--- src/rtl/rcc_lse_pkg.sv ---
// Shared types and default limits for the LSE oscillator controller.
//   lse_state_e : controller state encoding
//   DEF_*       : default parameter values for rcc_lse_ctrl
package rcc_lse_pkg;

  typedef enum logic [1:0] {
    OFF     = 2'd0,
    STARTUP = 2'd1,
    READY   = 2'd2,
    FAIL    = 2'd3
  } lse_state_e;

  localparam int unsigned DEF_STARTUP_EDGES = 4096;
  localparam int unsigned DEF_BYP_EDGES     = 8;
  localparam int unsigned DEF_CSS_TIMEOUT   = 64;
  localparam int unsigned DEF_CNT_W         = 13;
  localparam int unsigned DEF_WDT_W         = 7;

endpackage

--- src/rtl/rcc_lse_edge_det.sv ---
// LSE edge detector: 2-flop synchronizer, optional glitch filter, rising-edge pulse.
// Optional feature macro: RCC_LSE_GLITCH_FILTER_EN (1-cycle glitch rejection).
// Ports:
//   clk        : monitoring clock
//   rst_n      : synchronous active-low reset
//   lse_clk_in : raw LSE clock, asynchronous to clk
//   edge_c     : one-cycle pulse per synchronized LSE rising edge (combinational)
module rcc_lse_edge_det (
  input  logic clk,
  input  logic rst_n,
  input  logic lse_clk_in,
  output logic edge_c
);

  logic lse_m;
  logic lse_s;
  logic lse_s_d;

  // Synchronizer plus one delayed copy of the synchronized level
  always_ff @(posedge clk) begin
    if (!rst_n) begin
      lse_m   <= 1'b0;
      lse_s   <= 1'b0;
      lse_s_d <= 1'b0;
    end else begin
      lse_m   <= lse_clk_in;
      lse_s   <= lse_m;
      lse_s_d <= lse_s;
    end
  end

`ifdef RCC_LSE_GLITCH_FILTER_EN
  logic filt;

  // Filtered level only follows two consecutive agreeing samples
  always_ff @(posedge clk) begin
    if (!rst_n) begin
      filt <= 1'b0;
    end else if (lse_s == lse_s_d) begin
      filt <= lse_s;
    end
  end

  // Edge fires in the cycle the filtered level is about to rise
  assign edge_c = lse_s & lse_s_d & ~filt;
`else
  assign edge_c = lse_s & ~lse_s_d;
`endif

endmodule

--- src/rtl/rcc_lse_ctrl.sv ---
// LSE oscillator controller: startup edge counting and clock security watchdog.
// Optional feature macro: RCC_LSE_GLITCH_FILTER_EN (passed to rcc_lse_edge_det).
// Ports:
//   clk, rst_n          : monitoring clock (>4x LSE), synchronous active-low reset
//   lse_clk_in          : raw LSE clock
//   lseon, lsebyp       : enable, external-clock bypass
//   lsedrv[1:0]         : crystal drive strength
//   lsecsson            : CSS enable
//   lserdy, lsecss_fail : status back to the register block
//   lse_osc_en, lse_osc_byp, lse_osc_drv[1:0] : analog oscillator controls
module rcc_lse_ctrl
  import rcc_lse_pkg::*;
#(
  parameter int unsigned STARTUP_EDGES = DEF_STARTUP_EDGES,
  parameter int unsigned BYP_EDGES     = DEF_BYP_EDGES,
  parameter int unsigned CSS_TIMEOUT   = DEF_CSS_TIMEOUT,
  parameter int unsigned CNT_W         = DEF_CNT_W,
  parameter int unsigned WDT_W         = DEF_WDT_W
) (
  input  logic       clk,
  input  logic       rst_n,
  input  logic       lse_clk_in,
  input  logic       lseon,
  input  logic       lsebyp,
  input  logic [1:0] lsedrv,
  input  logic       lsecsson,
  output logic       lserdy,
  output logic       lsecss_fail,
  output logic       lse_osc_en,
  output logic       lse_osc_byp,
  output logic [1:0] lse_osc_drv
);

  localparam logic [CNT_W-1:0] STARTUP_LIM = CNT_W'(STARTUP_EDGES);
  localparam logic [CNT_W-1:0] BYP_LIM     = CNT_W'(BYP_EDGES);
  localparam logic [WDT_W-1:0] WDT_MAX     = WDT_W'(CSS_TIMEOUT);
  localparam logic [WDT_W-1:0] WDT_TRIP    = WDT_W'(CSS_TIMEOUT - 1);

  lse_state_e       state, state_d;
  logic [CNT_W-1:0] edge_cnt, edge_cnt_d;
  logic [WDT_W-1:0] wdt_cnt, wdt_cnt_d;
  logic             byp_l, byp_l_d;
  logic             e;
  logic             lserdy_d, fail_d, osc_en_d, osc_byp_d;
  logic [CNT_W-1:0] lim;

  rcc_lse_edge_det u_edge_det (
    .clk        (clk),
    .rst_n      (rst_n),
    .lse_clk_in (lse_clk_in),
    .edge_c     (e)
  );

  assign lim = byp_l ? BYP_LIM : STARTUP_LIM;

  // State register, counters and registered outputs
  always_ff @(posedge clk) begin
    if (!rst_n) begin
      state       <= OFF;
      edge_cnt    <= '0;
      wdt_cnt     <= '0;
      byp_l       <= 1'b0;
      lserdy      <= 1'b0;
      lsecss_fail <= 1'b0;
      lse_osc_en  <= 1'b0;
      lse_osc_byp <= 1'b0;
      lse_osc_drv <= 2'b00;
    end else begin
      state       <= state_d;
      edge_cnt    <= edge_cnt_d;
      wdt_cnt     <= wdt_cnt_d;
      byp_l       <= byp_l_d;
      lserdy      <= lserdy_d;
      lsecss_fail <= fail_d;
      lse_osc_en  <= osc_en_d;
      lse_osc_byp <= osc_byp_d;
      lse_osc_drv <= lsedrv;
    end
  end

  // Next state, counters, and outputs derived from the next state
  always_comb begin
    state_d    = state;
    edge_cnt_d = edge_cnt;
    wdt_cnt_d  = wdt_cnt;
    byp_l_d    = byp_l;

    case (state)
      OFF: begin
        if (lseon) begin
          state_d    = STARTUP;
          byp_l_d    = lsebyp;
          edge_cnt_d = '0;
          wdt_cnt_d  = '0;
        end
      end
      STARTUP: begin
        wdt_cnt_d = '0;
        if (e && (edge_cnt != lim)) begin
          edge_cnt_d = edge_cnt + CNT_W'(1);
        end
        if (edge_cnt_d == lim) begin
          state_d = READY;
        end
      end
      READY: begin
        if (e || !lsecsson) begin
          wdt_cnt_d = '0;
        end else if (wdt_cnt != WDT_MAX) begin
          wdt_cnt_d = wdt_cnt + WDT_W'(1);
        end
        // A same-cycle edge keeps the watchdog alive
        if (lsecsson && !e && (wdt_cnt == WDT_TRIP)) begin
          state_d = FAIL;
        end
      end
      FAIL: begin
        state_d = FAIL;
      end
      default: begin
        state_d = OFF;
      end
    endcase

    // Disable overrides any same-cycle ready or timeout decision
    if ((state != OFF) && !lseon) begin
      state_d    = OFF;
      edge_cnt_d = '0;
      wdt_cnt_d  = '0;
    end

    lserdy_d  = (state_d == READY);
    fail_d    = (state_d == FAIL);
    osc_en_d  = (state_d != OFF) & ~byp_l_d;
    osc_byp_d = (state_d != OFF) & byp_l_d;
  end

endmodule

--- config.mk ---
export PLATFORM = sky130hd
export DESIGN_NAME = rcc_lse_ctrl
export DESIGN_NICKNAME = d
export VERILOG_FILES = /design/src/rtl/rcc_lse_pkg.sv /design/src/rtl/rcc_lse_edge_det.sv /design/src/rtl/rcc_lse_ctrl.sv
export SDC_FILE = /design/constraint.sdc
export NUM_CORES = 1
export LEC_CHECK = 0
export ABC_AREA = 1
export BUFFER_PORTS_ARGS = -buffer_cell sky130_fd_sc_hd__buf_2
export CAP_MARGIN = 20
export CORE_AREA = 3 3 67 69
export DETAILED_ROUTE_END_ITERATION = 12
export DIE_AREA = 0 0 70 72
export PLACE_DENSITY_LB_ADDON = 0.05
export SLEW_MARGIN = 5
export SYNTH_ARGS = -nofsm -noshare
export SYNTH_HDL_FRONTEND = slang
export SYNTH_SLANG_ARGS = --single-unit
--- constraint.sdc ---
create_clock -name clk -period 5.4 [get_ports clk]
set_input_delay 0.27 -clock clk [delete_from_list [all_inputs] [get_ports clk]]
set_output_delay 0.27 -clock clk [all_outputs]
set_load 0.01 [all_outputs]
==> results of run 1 <==
## cell usage in the layout, fill, tap and decap left out, types with 2 or more instances in the layout
cell type	Yosys	layout
nand2_1	108	108
inv_1	40	40
dfxtp_1	32	32
nor2_1	30	30
a21oi_1	18	18
nand3_1	17	17
buf_2	0	13
o21ai_0	8	8
nand3_2	7	7
nor2_2	6	6
nor3_1	6	6
nand4_1	6	6
clkbuf_8	0	6
nand3b_1	4	4
ha_1	4	4
nand2_2	3	3
inv_2	2	2
nor3b_1	2	2
nor2_4	2	2
xor2_1	2	2
clkinv_2	0	2
## worst max path at each step
stage                              from                      to  slack [ps]  depth (start not counted)
6_report       edge_cnt[0]$_SDFFE_PP0P_     state[0]$_SDFF_PN0_        3030                         19
5_1_grt        edge_cnt[0]$_SDFFE_PP0P_  lsecss_fail$_SDFF_PN0_        2610                         18
4_1_cts        edge_cnt[0]$_SDFFE_PP0P_     state[0]$_SDFF_PN0_        3020                         19
3_5_place_dp   edge_cnt[0]$_SDFFE_PP0P_     state[0]$_SDFF_PN0_        3040                         19
3_3_place_gp   edge_cnt[0]$_SDFFE_PP0P_     state[0]$_SDFF_PN0_        3110                         19
2_1_floorplan  edge_cnt[0]$_SDFFE_PP0P_     state[0]$_SDFF_PN0_        3560                         19
## metal layers
layer | GRT usage | part of all wire
met3 | 0.0360 | 0.031
met1 | 0.234 | 0.49
met5 | 0 | 0
met2 | 0.310 | 0.46
met4 | 0.0702 | 0.015
## state kept, by name (all words and copies together), names as in the netlist
register            flops
lse_osc_drv             2
lserdy                  1
u_edge_det.lse_s_d      1
wdt_cnt                 7
u_edge_det.lse_s        1
state                   2
lsecss_fail             1
lse_osc_en              1
lse_osc_byp             1
u_edge_det.lse_m        1
edge_cnt               13
byp_l                   1
## cell type report
class / instances / area, µm² / area share
Sequential cell: 32 / 641 / 0.301
Inverter: 42 / 158 / 0.0740
Clock buffer: 6 / 82.6 / 0.0388
Clock inverter: 2 / 10.0 / 0.00470
Multi-Input combinational cell: 229 / 1110 / 0.522
Tap cell: 50 / 62.6 / 0.0294
Timing Repair Buffer: 13 / 65.1 / 0.0305
## cell families after synthesis
group	after synthesis
flip-flops	32
AND/OR/NAND/NOR	192
buffers and inverters	49
AO/OA/AOI/OAI	30
adder cells (fa/ha/maj)	4
XOR/XNOR	3
## through the flow
step | total power [mW] | setup slack, ps | utilization | area, µm² | hold WS, ps
floorplan | 0.283 | 3560 | - | 1960 | 363
global placement | 0.293 | 3110 | 0.513 | 2040 | 395
detailed placement | 0.293 | 3040 | 0.513 | 2040 | 401
CTS | 0.483 | 3020 | 0.537 | 2130 | 160
global route | 0.497 | 2610 | 0.537 | 2130 | 170
finish | 0.475 | 3030 | 0.537 | 2130 | 169
## worst min-delay path, stage by stage
cell and delay [ps]:
buf_2 70, nand2_1 40, inv_1 40
## power breakdown
part	switching (mW)	internal, mW
registers	0.00286	0.240
clock network	0.0855	0.101
logic	0.0319	0.0126
==> impl_results.md, run 1 <==
* Post-synth EDFFs at 0
* Count of different cell masters after synthesis at 27
* TritonCTS clock tree: yes
* Crit end category: register
* Final period util at 0.438
* Vias/cell at 4.92
* Global-route wire length before repair at 7510 µm
* Worst-Skew Late Latency at 280 ps
* Post-CTS Repair Setup Buffers at 0
* Final ANT Viol Nets at 0
* GR Util All Layers at 0.184
* FF-to-FF End: state[0]$_SDFF_PN0_
* Leading area contributor after synthesis: dfxtp_1
* Die Wd at 70 µm
* Root Buffer: clkbuf_8
* Hold Path Sink: lse_osc_drv[1]$_SDFF_PN0_
* WL per Instance at 11.3 µm
* Count leader, synth: nand2_1
* H-tree depth at 2
* Starting DRT DRC Count at 126
* HP Class: in -> reg
* Final Skew at 2.55 ps
* Synth async-reset ratio at 0
* Synth top area share at 0.326
* GRT Residual Overflow at 0
* Synth area leaders: dfxtp_1, nand2_1, inv_1
* # fillers at 416
* Via Count at 1,839
* TritonCTS Buffers at 5
* Worst hold path stage count at 3
* Synthesis-stage register bit count at 32
* Final #Nets at 335
* Outcome: complete, no violations
* Sink Count at 32
* Initial Utilization at 0.494
* WL final at 4210 µm
* Die area at 5040 µm²
* Post-Synth Adder-Cell Area at 0.0255
* Area growth, synth to finish at 8.54%
* Commonest cells in the netlist: nand2_1, inv_1, dfxtp_1
* Port Buffer Count at 13
* Worst Setup Start Kind: register
* # Max-Cap Violations at 0
* P per Cell Area at 223 nW/µm²
* Yosys warnings at 0
* Kind of cell adding the most delay to the critical path: simple AND/OR/NAND/NOR gates
* Worst R2R Path Depth at 19
* # rows at 23
* Pre-antenna DRT Iters at 4
* Post-Syn Area at 1960 µm²
* Core Region at 3970 µm²
* Mean Syn Cell Area at 6.33 µm²
* Placer Congestion at 0.887
* Largest family of logic cells by synthesized area: simple AND/OR/NAND/NOR gates
* DRC violation count after routing at 0
* Register area share after synthesis at 0.326
* CP arrival at 2540 ps
* Post-synthesis instance total at 310
* Syn nets at 322
* Ports at 14
* Buf/Inv on CP at 3
* RSZ-0062 raised after global routing: no
* Crit Path Class: reg -> reg
* Crit-path most repeated cell: nand2_1
* Worst rel slew slack at 0.353
* Pin count of the biggest net entering global routing at 16
* Slowest stage cell, crit path: dfxtp_1
* Synth Area in XOR/XNOR at 0.0134
* Vias in the first global route at 1,671
* Post-cts sizing count at 0
* Max Fclk at 423 MHz
* Worst-Margin Slew at 967 ps
* Ant. Diodes at 0
* Final slew viol count at 0
* Clock Tree Buf Depth at 2
* Share of cells above drive strength 1 at 0.133
* Peak supply drop at 154 µV
* Minimum clock period at 2370 ps
* Mux cell area share after synthesis at 0
* Largest stage delay, worst path at 380 ps
* Ys flop type: dfxtp_1
* Hold Vio Cnt, Final at 0
* Critical Path RT at 5580 ps
* Static leakage at 0.963 nW
* Die Y at 72 µm
* Crit path cell chain: inv_2 -> ha_1 -> inv_1 -> nor2_1 -> nand2_1 -> nor2_1 -> nand3_2 -> nand2_2 -> inv_1 -> nand2_1 -> nand2_1 -> nand2_1 -> nand2_1 -> nor2_1 -> nand2_1 -> nand2_2 -> nand2_1 -> nand2_1 -> nor2_1
* CTS Hold Buffers Added at 0
* Clk slew on worst S/H paths at 60 ps
* Placed insts at 366
* Synth Area in Compound Gates at 0.0822
* Hpwl dp at 3160 µm
* Reg-to-reg slack, setup at 3030 ps
* Hold Startpoint: lsedrv[1]
* Initial antenna violation count at 0
* Reg2reg start: edge_cnt[0]$_SDFFE_PP0P_
* Simple-Gate Fraction of Synth Area at 0.446
* Setup violators final at 0
* Setup TNS Final at 0 ps
* CP max FO at 13
* Final Non-Filler Cells at 374
(Power assumes the default switching activity.)
==> run 2, diff against run 1 <==
clock period = 2.23 ns   (was 5.4 ns; I/O delays follow)
==> run 2 against run 1 <==
Non-clock buffer count increased by 12. Combinational power increased to 2.9 times the previous value. Sequential cell count unchanged. Global-route usage decreased by 0.52 points. Power increased by 140%. Largest power group unchanged.
==> impl_results.md, run 2 (synthesized netlist as in run 1, its figures left out) <==
* CP max FO at 7
* Sink Count at 32
* Power, Total at 1.12 mW
* Initial Utilization at 0.494
* Final period util at 0.893
* FF-to-FF End: lserdy$_SDFF_PN0_
* GR Util All Layers at 0.179
* CP arrival at 2150 ps
* Crit end category: register
* Most frequent cells in the layout: nand2_1, inv_1, dfxtp_1, nor2_1, a21oi_1
* Worst R2R Path Depth at 18
* Worst Setup Start Kind: register
* Slowest stage cell, crit path: dfxtp_4
* WL final at 4390 µm
* Pin count of the biggest net entering global routing at 16
* # fillers at 414
* Port Buffer Count at 13
* Worst rel slew slack at 0.666
* Peak supply drop at 318 µV
* Kind of cell adding the most delay to the critical path: simple AND/OR/NAND/NOR gates
* Hold Vio Cnt, Final at 0
* Die Wd at 70 µm
* Max reg flops at 13
* Crit. Startpoint: edge_cnt[0]$_SDFFE_PP0P_
* Core Region at 3970 µm²
* Clock Tree Buf Depth at 2
* Crit path capture: lserdy$_SDFF_PN0_
* Final Skew at 5.85 ps
* Crit-path most repeated cell: nand2_1
* Root Buffer: clkbuf_8
* Setup violators final at 0
* TritonCTS clock tree: yes
* Critical Path Stages at 18
* Starting DRT DRC Count at 112
* Reg2reg start: edge_cnt[0]$_SDFFE_PP0P_
* Critical Path RT at 2390 ps
* Largest stage delay, worst path at 370 ps
* HP Class: in -> reg
* Initial antenna violation count at 0
* Die Y at 72 µm
* Share of cells above drive strength 1 at 0.173
* Final ANT Viol Nets at 0
* Outcome: complete, no violations
* Area growth, synth to finish at 14.1%
* Via Count at 1,912
* Ports at 14
* Fin util at 0.564
* Biggest register: edge_cnt
* WL per Instance at 11.4 µm
* Worst-Skew Late Latency at 270 ps
* Static leakage at 1.02 nW
* Crit path cell chain: inv_4 -> ha_1 -> inv_1 -> nor2_1 -> nand2_1 -> nor2_2 -> nand3_2 -> nand2_4 -> buf_12 -> nand2_1 -> nand2_1 -> nor2_1 -> nand2_1 -> nor2_1 -> nand2_1 -> nand2_2 -> a21oi_1 -> nor2_2
* Leading registers by flop count: edge_cnt: 13 flops, wdt_cnt: 7 flops
* # rows at 23
* Ant. Diodes at 0
* DRC violation count after routing at 0
* Fin area at 2240 µm²
* Hpwl dp at 3250 µm
* Reg-to-reg slack, setup at 240 ps
* # Max-Cap Violations at 0
* Placer Congestion at 0.857
* Worst-Margin Slew at 501 ps
* Clk slew on worst S/H paths at 60 ps
* Pre-antenna DRT Iters at 4
* P per Cell Area at 501 nW/µm²
* GRT Residual Overflow at 0
* Buf/Inv on CP at 3
* Final slew viol count at 0
* Die area at 5040 µm²
* Vias in the first global route at 1,680
* Vias/cell at 4.97
* TritonCTS Buffers at 5
* H-tree depth at 2
* Minimum clock period at 1990 ps
* Commonest non-fill, non-tap cell in the layout: nand2_1
* Global-route wire length before repair at 7440 µm
* Final #Nets at 347
* Post-Route Hold Slack at 24.2 ps
* Max Fclk at 502 MHz
* Placed Instance Area at 2080 µm²
* Crit Path Class: reg -> reg
run 2: cell types whose count changed in the layout (fill, tap and decap cells not counted), moves of 2 or more:
cell,change
buf_4,+10
nor2_1,-2
nor2_2,+2
dfxtp_1,-2
run 2: repair_timing:
item                                    4_1_cts  5_1_grt
hold buffers                                  0        0
endpoints found under the setup margin        0        4
setup buffers                                 0        6
resized for setup                             0        9
run 2: power by group:
| group | leakage [nW] | internal, mW | switching, mW |
|---|---|---|---|
| Clock | 0.0410 | 0.212 | 0.193 |
| Sequential | 0.261 | 0.581 | 0.00670 |
| Combinational | 0.722 | 0.0448 | 0.0841 |
run 2: how the worst min path moves through the flow:
stage,start,endpoint,slack (ps),cells after the start
after floorplan,rst_n,lse_osc_drv[0]$_SDFF_PN0_,200,2
after global placement,lsedrv[1],lse_osc_drv[1]$_SDFF_PN0_,290,3
after detailed placement,lse_clk_in,u_edge_det.lse_m$_SDFF_PN0_,300,3
after CTS,lse_clk_in,u_edge_det.lse_m$_SDFF_PN0_,20,3
after global routing,lsedrv[1],lse_osc_drv[1]$_SDFF_PN0_,30,3
final,lse_clk_in,u_edge_det.lse_m$_SDFF_PN0_,20,3
run 2: metrics by stage:
stage | instances | setup TNS [ps] | worst slack, ps
2_1_floorplan | 310 | 0 | 391
3_3_place_gp | 372 | 0 | 101
3_5_place_dp | 372 | 0 | 85.5
4_1_cts | 379 | 0 | 52.2
5_1_grt | 385 | -93.0 | -45.8
6_report | 385 | 0 | 238
run 2: routing by layer:
metal	global-route usage	vias up	routed length, µm
met5	0	-	0
met4	0.0638	0	58
met3	0.0305	8	96
met2	0.285	22	2000
met1	0.244	862	2230
li1	-	1020	-
run 2: worst reg2reg max path: stages (launching register included):
cell and delay [ps]:
dfxtp_4 370, inv_4 70, ha_1 140, inv_1 30
nor2_1 80, nand2_1 70, nor2_2 90, nand3_2 110
nand2_4 130, buf_12 120, nand2_1 40, nand2_1 90
nor2_1 50, nand2_1 60, nor2_1 40, nand2_1 80
nand2_2 80, a21oi_1 170, nor2_2 60
run 2: layout make-up:
type	count	area (µm²)	area share
flip-flops and latches	32	646	0.288
clock inverters	1	5.00	0.00223
multi-input cells	229	1120	0.501
well taps	50	62.6	0.0279
repair buffers	25	171	0.0765
inverters	42	160	0.0715
clock buffers	6	72.6	0.0324
==> run 3, diff against run 2 <==
CELL_PAD_IN_SITES_DETAIL_PLACEMENT = 0   (was unset)
CELL_PAD_IN_SITES_GLOBAL_PLACEMENT = 1   (was unset)
CORE_AREA = 3 3 73 75   (was 3 3 67 69)
DIE_AREA = 0 0 76 78   (was 0 0 70 72)
==> run 3 against run 2 <==
Final cell count increased by 6.0%. Sequential share of layout area decreased by 1.7 points. Sequential cell count unchanged.
==> impl_results.md, run 3 (synthesized netlist as in run 1, its figures left out) <==
* HP Class: in -> reg
* GR Util All Layers at 0.170
* Vias/cell at 4.70
* Crit path capture: lsecss_fail$_SDFF_PN0_
* Crit end category: register
* H-tree depth at 2
* Reg-to-reg slack, setup at 180 ps
* Starting DRT DRC Count at 84
* Reg2reg start: edge_cnt[1]$_SDFFE_PP0P_
* Ant. Diodes at 0
* Minimum clock period at 2050 ps
* Fin area at 2390 µm²
* Root Buffer: clkbuf_8
* Area growth, synth to finish at 21.8%
* Share of cells above drive strength 1 at 0.226
* Final Skew at 3.13 ps
* Biggest register: edge_cnt
* # fillers at 516
* Final #Nets at 352
* # Max-Cap Violations at 0
* DRC violation count after routing at 0
* Ports at 14
* Max Fclk at 487 MHz
* Initial Utilization at 0.416
* Worst rel slew slack at 0.662
* # rows at 25
* Port Buffer Count at 13
* Worst hold path stage count at 3
* Commonest non-fill, non-tap cell in the layout: nand2_1
* Hold Startpoint: lsedrv[1]
* Worst-Margin Slew at 506 ps
* Most frequent cells in the layout: nand2_1, inv_1, dfxtp_1, nor2_1, a21oi_1
* Worst Setup Start Kind: register
* Worst-Skew Late Latency at 280 ps
* Max reg flops at 13
* Global-route wire length before repair at 8210 µm
* WL per Instance at 11.8 µm
* Placed Instance Area at 2120 µm²
* TritonCTS clock tree: yes
* Core Region at 4720 µm²
* WL final at 4800 µm
* Via Count at 1,919
* Outcome: complete, no violations
* Crit Path Class: reg -> reg
* Die Wd at 76 µm
* Peak supply drop at 288 µV
* Setup WS post-layout at 176 ps
* GRT Residual Overflow at 0
* TritonCTS Buffers at 5
* Final ANT Viol Nets at 0
* Leading registers by flop count: edge_cnt: 13 flops, wdt_cnt: 7 flops
* Hpwl dp at 3460 µm
* Clock Tree Buf Depth at 2
* Initial antenna violation count at 0
* Die area at 5930 µm²
* Hold Vio Cnt, Final at 0
* Fin util at 0.506
* FF-to-FF End: lsecss_fail$_SDFF_PN0_
* Setup violators final at 0
* Final period util at 0.921
* Crit. Startpoint: edge_cnt[1]$_SDFFE_PP0P_
* RSZ-0062 raised after global routing: yes
* Die Y at 78 µm
* P per Cell Area at 535 nW/µm²
* Sink Count at 32
* Pin count of the biggest net entering global routing at 16
* Pre-CTS setup slack at 103 ps
* Static leakage at 1.06 nW
* CP max FO at 6
* Placer Congestion at 0.799
* Critical Path RT at 2450 ps
* Pre-antenna DRT Iters at 4
* Vias in the first global route at 1,774
* Final slew viol count at 0
* Clk slew on worst S/H paths at 70 ps
* Worst R2R Path Depth at 18
* CP arrival at 2270 ps
==> run 3: changes by cell type in the layout (fill, tap and decap cells not counted), sizes merged <==
cell,before,now
buf,25,28
dlygate4sd3,0,2
bufinv,0,1
clkbuf,6,5
clkinvlp,0,1
==> run 3: report_power, final <==
part / total [mW] / internal (mW) / switching (mW)
clock: 0.554 / 0.330 / 0.224
sequential: 0.586 / 0.579 / 0.00686
combinational: 0.139 / 0.0504 / 0.0885
==> run 3: area by class of cell <==
type / instances / area [µm²] / share of cell area
clock buffers: 5 / 68.8 / 0.0288
repair buffers: 30 / 218 / 0.0911
multi-input cells: 229 / 1170 / 0.489
clock inverters: 3 / 42.5 / 0.0178
inverters: 42 / 160 / 0.0670
well taps: 67 / 83.8 / 0.0351
flip-flops and latches: 32 / 648 / 0.271
==> run 3: worst min-delay path by stage <==
| stage | endpoint | slack (ps) |
|---|---|---|
| global route | lse_osc_drv[1]$_SDFF_PN0_ | 60 |
| CTS | lse_osc_drv[1]$_SDFF_PN0_ | 2 |
| global placement | lse_osc_drv[1]$_SDFF_PN0_ | 290 |
| detailed placement | lse_osc_drv[1]$_SDFF_PN0_ | 300 |
| finish | lse_osc_drv[1]$_SDFF_PN0_ | 8 |
| floorplan | lse_osc_drv[0]$_SDFF_PN0_ | 200 |
==> run 3: layer usage <==
layer | vias up | global-route usage | share of wire
met3 | 11 | 0.0302 | 0.024
met1 | 841 | 0.215 | 0.49
met2 | 25 | 0.291 | 0.46
li1 | 1042 | - | -
met5 | - | 0 | 0
met4 | 0 | 0.0634 | 0.021
==> run 3: critical path: stages (launching register included) <==
cell     delay [ps]
dfxtp_4         370
inv_2            70
ha_4            120
inv_2            30
nor2_2           80
nand2_1          60
nor2_2          120
nand3_2         130
nand2_4         150
inv_2            60
nand2_2          60
nand2_2          60
nor2_2          110
nand2_1          60
nor2_1          120
nand2_1         100
nand2_2         110
nand4_1          90
nor2_1          110
==> run 3: through the flow <==
stage | setup TNS (ps) | total power [mW] | std cells | hold WS [ps]
floorplan | 0 | 0.686 | 310 | 205
global placement | 0 | 0.721 | 391 | 294
detailed placement | 0 | 0.720 | 391 | 296
CTS | 0 | 1.29 | 401 | 1.54
global route | -163 | 1.34 | 408 | 55.5
finish | 0 | 1.28 | 408 | 7.64
==> run 3: what timing repair did <==
| action | 4_1_cts | 5_1_grt |
|---|---|---|
| hold buffers | 2 | 0 |
| endpoints found under the setup margin | 0 | 4 |
| resized for setup | 0 | 29 |
| hold endpoints to repair | 2 | 0 |
| setup buffers | 0 | 6 |
